==> src/rtl/uart_rx_ctl.sv <==
// UART receiver: 16x oversampled 8N1 framing with mid-bit sampling.
// Define UART_RX_MAJORITY_VOTE_EN to form each sample by 3-tick majority vote.
module uart_rx_ctl (
  input  logic       clk_rx,
  input  logic       rst_clk_rx,
  input  logic       baud_x16_en,
  input  logic       rxd_clk_rx,
  output logic [7:0] rx_data,
  output logic       rx_data_rdy,
  output logic       frm_err
);

  typedef enum logic [1:0] {
    IDLE,
    START,
    DATA,
    STOP
  } state_t;

  state_t     state;
  logic [3:0] os_cnt;
  logic [2:0] bit_cnt;
  logic [7:0] shreg;
  logic       sample;
  logic       done;

`ifdef UART_RX_MAJORITY_VOTE_EN
  logic [2:0] hist;

  always_ff @(posedge clk_rx or posedge rst_clk_rx) begin
    if (rst_clk_rx) begin
      hist <= 3'b111;
    end else if (baud_x16_en) begin
      hist <= {hist[1:0], rxd_clk_rx};
    end
  end

  assign sample = (rxd_clk_rx & hist[0])
                | (rxd_clk_rx & hist[1])
                | (hist[0] & hist[1]);
`else
  assign sample = rxd_clk_rx;
`endif

  assign done = (os_cnt == 4'd0);

  always_ff @(posedge clk_rx or posedge rst_clk_rx) begin
    if (rst_clk_rx) begin
      state       <= IDLE;
      os_cnt      <= 4'd0;
      bit_cnt     <= 3'd0;
      shreg       <= 8'h00;
      rx_data     <= 8'h00;
      rx_data_rdy <= 1'b0;
      frm_err     <= 1'b0;
    end else begin
      rx_data_rdy <= 1'b0;
      frm_err     <= 1'b0;
      if (baud_x16_en) begin
        // later loads in the case below override this decrement
        if (!done) begin
          os_cnt <= os_cnt - 4'd1;
        end
        unique case (state)
          IDLE: begin
            if (!sample) begin
              state  <= START;
              os_cnt <= 4'd7;
            end
          end
          START: begin
            if (done) begin
              if (!sample) begin
                state   <= DATA;
                bit_cnt <= 3'd0;
                os_cnt  <= 4'd15;
              end else begin
                state <= IDLE;
              end
            end
          end
          DATA: begin
            if (done) begin
              shreg[bit_cnt] <= sample;
              os_cnt         <= 4'd15;
              if (bit_cnt == 3'd7) begin
                state <= STOP;
              end else begin
                bit_cnt <= bit_cnt + 3'd1;
              end
            end
          end
          STOP: begin
            if (done) begin
              state <= IDLE;
              if (sample) begin
                rx_data     <= shreg;
                rx_data_rdy <= 1'b1;
              end else begin
                frm_err <= 1'b1;
              end
            end
          end
        endcase
      end
    end
  end

endmodule

==> config.mk <==
export PLATFORM = sky130hd
export DESIGN_NAME = uart_rx_ctl
export DESIGN_NICKNAME = d
export VERILOG_FILES = /design/src/rtl/uart_rx_ctl.sv
export SDC_FILE = /design/constraint.sdc
export NUM_CORES = 1
export LEC_CHECK = 0
export ABC_AREA = 1
export CAP_MARGIN = 40
export CORE_MARGIN = 2
export CORE_UTILIZATION = 60
export DETAILED_ROUTE_END_ITERATION = 8
export HOLD_SLACK_MARGIN = 0.08
export PLACE_DENSITY_LB_ADDON = 0.1
export RECOVER_POWER = 50
export SYNTH_ARGS = -nofsm -noshare
export SYNTH_HDL_FRONTEND = slang
export SYNTH_SLANG_ARGS = --single-unit
==> constraint.sdc <==
create_clock -name clk_rx -period 3.53 [get_ports clk_rx]
set_input_delay 0.706 -clock clk_rx [delete_from_list [all_inputs] [get_ports clk_rx]]
set_output_delay 0.706 -clock clk_rx [all_outputs]
set_load 0.02 [all_outputs]
==> flow_summary.yaml, run 1 <==
detailed_routing:
  ant_nets: 0
  drt-total-wl_um: 3010
  wirelength_met1_um: 1400
  avgRoutedWirePerCell_um: 12.8
  wl_met2_um: 1460
  routed.top_layer: "met4"
  viasPerCell: 5.25
  num_vias: 1234
  route.met3.wl_um: 109
  drt_first_pass_iters: 4
  drt_iter0_drc: 50
  drcViolationCount: 0
grt:
  gr-total-overflow: 0
  grt_pass1_wl_um: 5310
  grtUsageTotal: 0.256
  antenna_found_initial: 0
  grt_pass1_vias: 1210
  grt_max_degree: 19
logic_synthesis:
  syn_area_per_cell_um2: 7.60
  netlist_instances: 192
  yosys.area.top_type_share: 0.463
  synthTopCellsByArea: "dfrtp_1 (46%), nand2_1 (22%), nand3_1 (4.5%)"
  yosysTopAreaCell: "dfrtp_1"
  ys_seq_area_frac: 0.463
  ys_types: 20
  yosys_warnings: 0
  syn-num-nets: 200
  netlist_area_um2: 1460
  synth_seq_cells: 27
layout:
  finalNonFillerCells: 235
  nFillCells: 189
  drive_above_1_share: 0.116
  antenna_cells: 0
  regArea_um2: 676
  area_delta_synth_final_pct: 11.0
  multi_input_area_um2: 682
  fin_nets: 216
clocking:
  post_cts_buffers: 0
  insertion_delay_ps: 340
  cts_buffers: 3
  path_clk_slew_ps: 150
  cts_tree: "built"
  cts_hold_buf: 0
  cts_resized: 0
  clock_sinks: 27
  cts_buffer_depth: 2
  ctsHtreeMaxLevel: 1
  cts-root-buf: "clkbuf_4"
timing:
  slew_violations: 0
  setup_tns_ps: 0
  max_clock_freq_ghz: 0.437
  fin_worst_skew_ps: 2.06
  rsz0062_at_grt: "no"
  period_share: 0.649
  worst-slew-pin-transition_ps: 980
  period_needed_ps: 2290
  hold_viol_final: 0
  setup_slack_ps: 1240
  setup_viol: 0
  slew_headroom: 0.347
critical_path:
  start_kind: "input pin"
  critical_path_arrival_ps: 2580
  critical_path.cell_chain: "dlygate4sd3_1, nand4_1, clkinvlp_2, nand2_1, nand2_1"
  crit_slowest_cell: "dlygate4sd3_1"
  path_common_cell: "nand2_1"
  setup.worst_path.end_class: "flop"
  setup.worst_path.class: "input pin to flop"
  cp_max_fo: 11
  slowest_delay_ps: 850
  crit_required_ps: 3820
die:
  num_rows: 17
  die_w_um: 53.3
  die_area_um2: 2840
  initial_core_util: 0.647
  die_h_um: 53.3
  ios: 14
  core_area_um2: 2250
place:
  routabilityCongestion: 0.864
  dp_cells: 231
  portBuffers: 13
  dp_hpwl_um: 2340
  dp_slack_ps: 1350
worst_hold_path:
  hp-class: "flop to flop"
power_and_ir_drop:
  power.leakage_nw: 0.825
  p_per_area_nw_per_um2: 575
  vdd.ir_drop.worst_uv: 481
  total_power_uw: 931
run_status:
  outcome: "completed"
run:
  max-cap-violations: 0
-- state kept, by name, summed over array words and instances, names as in the netlist, named ones only --
name / flops
rx_data: 8
shreg: 8
os_cnt: 4
bit_cnt: 3
frm_err: 1
rx_data_rdy: 1
state: 1
-- worst max-delay path, delay by kind of cell --
family	cells	cell delay, ps
buffers and inverters	2	1240
AND/OR/NAND/NOR	3	620
-- final timing paths --
check	from	end	slack, ps	cells after the start
setup / recovery	baud_x16_en	rx_data[2]$_DFFE_PP0P_	1240	5
hold / removal	shreg[7]$_DFFE_PP0P_	rx_data[7]$_DFFE_PP0P_	500	2
setup reg to reg	os_cnt[0]$_DFFE_PP0P_	rx_data[2]$_DFFE_PP0P_	1460	8
hold reg to reg	shreg[7]$_DFFE_PP0P_	rx_data[7]$_DFFE_PP0P_	500	2
max in group asynchronous	rst_clk_rx	shreg[7]$_DFFE_PP0P_	1590	3
min in group asynchronous	rst_clk_rx	rx_data[5]$_DFFE_PP0P_	750	2
-- per-stage QoR --
step / hold WS (ps) / area, um2 / utilization
2_1_floorplan: 442 / 1460 / -
3_3_place_gp: 459 / 1610 / 0.713
3_5_place_dp: 465 / 1630 / 0.725
4_1_cts: 499 / 1660 / 0.737
5_1_grt: 524 / 1620 / 0.718
6_report: 498 / 1620 / 0.718
-- layout by cell type (no fill, tap or decap) --
| cell type | n |
|---|---|
| inv_2 | 5 |
| nor2_4 | 3 |
| nand3_4 | 1 |
| ha_1 | 4 |
| nand2_2 | 4 |
| clkinvlp_2 | 1 |
| o21ai_1 | 8 |
| nor3_1 | 2 |
| dfrtp_1 | 27 |
| nor2_1 | 14 |
| nand3_2 | 1 |
| dlygate4sd3_1 | 3 |
| nand2_1 | 84 |
| nand3_1 | 13 |
| clkbuf_1 | 1 |
| clkinv_2 | 1 |
| nand4_1 | 1 |
| clkbuf_4 | 3 |
| clkdlybuf4s50_1 | 10 |
| o21ai_0 | 1 |
| nor2_2 | 5 |
| inv_1 | 11 |
| a21oi_1 | 4 |
-- report_power, final --
group	switching (mW)	internal [mW]	total [mW]
combinational	0.242	0.120	0.362
sequential	0.0741	0.356	0.430
clock	0.0964	0.0427	0.139
-- synth_stat cells --
master,count
o21ai_1,8
nand3_1,13
o21ai_0,1
nand2_1,84
nor2_2,5
nand2_2,4
nand3_4,1
ha_1,4
inv_1,11
buf_2,2
nand4_4,1
buf_4,1
nor2_1,14
nor3_1,2
dfrtp_1,27
a21oi_1,4
nand3_2,1
inv_2,5
clkinv_4,1
nor2_4,3
-- logic make-up after synthesis --
| logic type | after synthesis | synth area share |
|---|---|---|
| buffers and inverters | 20 | 0.0592 |
| flip-flops | 27 | 0.463 |
| adder cells (fa/ha/maj) | 4 | 0.0343 |
| AND/OR/NAND/NOR | 128 | 0.399 |
| AO/OA/AOI/OAI | 13 | 0.0446 |
-- cell type report --
type | instances | area share
inverter | 17 | 0.0402
sequential | 27 | 0.417
clock inverter | 1 | 0.00309
tap | 28 | 0.0216
multi-input combinational | 145 | 0.421
timing repair buffer | 14 | 0.0827
clock buffer | 3 | 0.0139
-- layer usage --
metal,up-vias,track usage
met1,566,0.339
li1,628,-
met4,0,0.0940
met2,35,0.430
met3,5,0.0254
met5,-,0
(Power assumes the default switching activity.)
==> inputs of run 2 (changes only) <==
--- a/config.mk
+++ b/config.mk
@@ -8,7 +8,7 @@
 export ABC_AREA = 1
 export CAP_MARGIN = 40
 export CORE_MARGIN = 2
-export CORE_UTILIZATION = 60
+export CORE_UTILIZATION = 56
 export DETAILED_ROUTE_END_ITERATION = 8
 export HOLD_SLACK_MARGIN = 0.08
 export PLACE_DENSITY_LB_ADDON = 0.1
==> constraint.sdc (replaced) <==
create_clock -name clk_rx -period 2.3 [get_ports clk_rx]
set_input_delay 0.46 -clock clk_rx [delete_from_list [all_inputs] [get_ports clk_rx]]
set_output_delay 0.46 -clock clk_rx [all_outputs]
set_load 0.02 [all_outputs]
==> flow_summary.yaml, run 2 (same netlist as run 1, synthesis figures left out) <==
run_status:
  outcome: "completed"
die:
  core_area_um2: 2480
  initial_core_util: 0.589
  die_area_um2: 3030
  num_rows: 18
  die_h_um: 55.0
  ios: 14
  die_w_um: 55.0
detailed_routing:
  avgRoutedWirePerCell_um: 11.4
  drt_first_pass_iters: 4
  drt_iter0_drc: 15
  drt-total-wl_um: 2720
  ant_nets: 0
  num_vias: 1225
  drcViolationCount: 0
  viasPerCell: 5.15
power_and_ir_drop:
  total_power_mw: 1.37
  p_per_area_nw_per_um2: 839
  vdd.ir_drop.worst_uv: 705
  power.leakage_nw: 0.837
run:
  max-cap-violations: 0
clocking:
  cts_hold_buf: 0
  cts-root-buf: "clkbuf_4"
  clock_sinks: 27
  insertion_delay_ps: 320
  cts_tree: "built"
  cts_resized: 0
  post_cts_buffers: 0
  path_clk_slew_ps: 140
  ctsHtreeMaxLevel: 1
  cts_buffers: 3
  cts_buffer_depth: 2
timing:
  worst-slew-pin-transition_ps: 1380
  rsz0062_at_grt: "no"
  hold_viol_final: 0
  period_needed_ps: 1810
  setup_tns_ps: 0
  max_clock_freq_ghz: 0.552
  period_share: 0.788
  slew_violations: 0
  holdWs_ps: 487
  slew_headroom: 0.0829
  setup_slack_ps: 487
  fin_worst_skew_ps: 6.50
  setup_viol: 0
layout:
  area_delta_synth_final_pct: 11.7
  fin_nets: 217
  final_common_cell: "nand2_1"
  reg.largest.list: "rx_data x8, shreg x8, os_cnt x4"
  drive_above_1_share: 0.101
  nFillCells: 223
  antenna_cells: 0
  final_area_um2: 1630
  layout_common_cells: "nand2_1 (84), dfrtp_1 (27), nor2_1 (17)"
critical_path:
  crit_required_ps: 2560
  setup.worst_path.class: "flop to flop"
  critical_path_arrival_ps: 2070
  cp_max_fo: 9
  start_kind: "flop"
  setup.worst_path.end_class: "flop"
worst_hold_path:
  hp-class: "flop to flop"
grt:
  grt_pass1_vias: 1103
  grtUsageTotal: 0.205
  grt_max_degree: 28
  gr-total-overflow: 0
  grt_pass1_wl_um: 4370
  antenna_found_initial: 0
place:
  dp_hpwl_um: 2130
  routabilityCongestion: 0.918
  dp_slack_ps: 447
  place_area_um2: 1620
  portBuffers: 13
## run 2: changes by cell type in the layout (fill, tap and decap cells not counted), moves of 2 or more
cell             previous run  this run
clkdlybuf4s50_1            10        13
dlygate4sd3_1               3         0
nor2_1                     14        17
nor2_4                      3         1
## run 2: critical path: stages (launching register included)
cell	delay (ps)
dfrtp_1	420
inv_1	130
ha_1	260
nand2_1	90
nor2_1	330
nand4_4	250
clkinv_4	140
nand2_1	60
nand2_1	70
## run 2: power breakdown
part           internal, mW  switching [mW]
Combinational         0.179           0.341
Sequential            0.546           0.102
Clock                0.0679           0.132
Total                 0.793           0.575
## run 2: per-layer routing
layer  GRT usage  vias up  part of all wire
met5           0        -                 0
met3      0.0349        8             0.028
met2       0.353       19              0.49
met4       0.126        0             0.018
met1       0.234      565              0.46
li1            -      633                 -
## run 2: layout make-up
| cell class | count | area (um2) | share of cell area |
|---|---|---|---|
| repair buffers | 15 | 141 | 0.0868 |
| multi-input cells | 145 | 679 | 0.417 |
| flip-flops and latches | 27 | 676 | 0.415 |
| well taps | 30 | 37.5 | 0.0230 |
| clock buffers | 4 | 26.3 | 0.0161 |
| inverters | 17 | 68.8 | 0.0422 |
## run 2: path summary, 6_finish.rpt
| kind | from | to | slack (ps) | cells after the start |
|---|---|---|---|---|
| max | os_cnt[0]$_DFFE_PP0P_ | rx_data[2]$_DFFE_PP0P_ | 490 | 8 |
| min | shreg[2]$_DFFE_PP0P_ | shreg[2]$_DFFE_PP0P_ | 490 | 2 |
| max reg2reg | os_cnt[0]$_DFFE_PP0P_ | rx_data[2]$_DFFE_PP0P_ | 490 | 8 |
| min reg2reg | shreg[2]$_DFFE_PP0P_ | shreg[2]$_DFFE_PP0P_ | 490 | 2 |
| max in group asynchronous | rst_clk_rx | rx_data[7]$_DFFE_PP0P_ | 620 | 3 |
| min in group asynchronous | rst_clk_rx | shreg[5]$_DFFE_PP0P_ | 880 | 3 |
## run 2: metrics by stage
step / utilization / std cells
4_1_cts: 0.666 / 238
5_1_grt: 0.658 / 238
3_5_place_dp: 0.656 / 234
2_1_floorplan: - / 192
3_3_place_gp: 0.656 / 234
6_report: 0.658 / 238
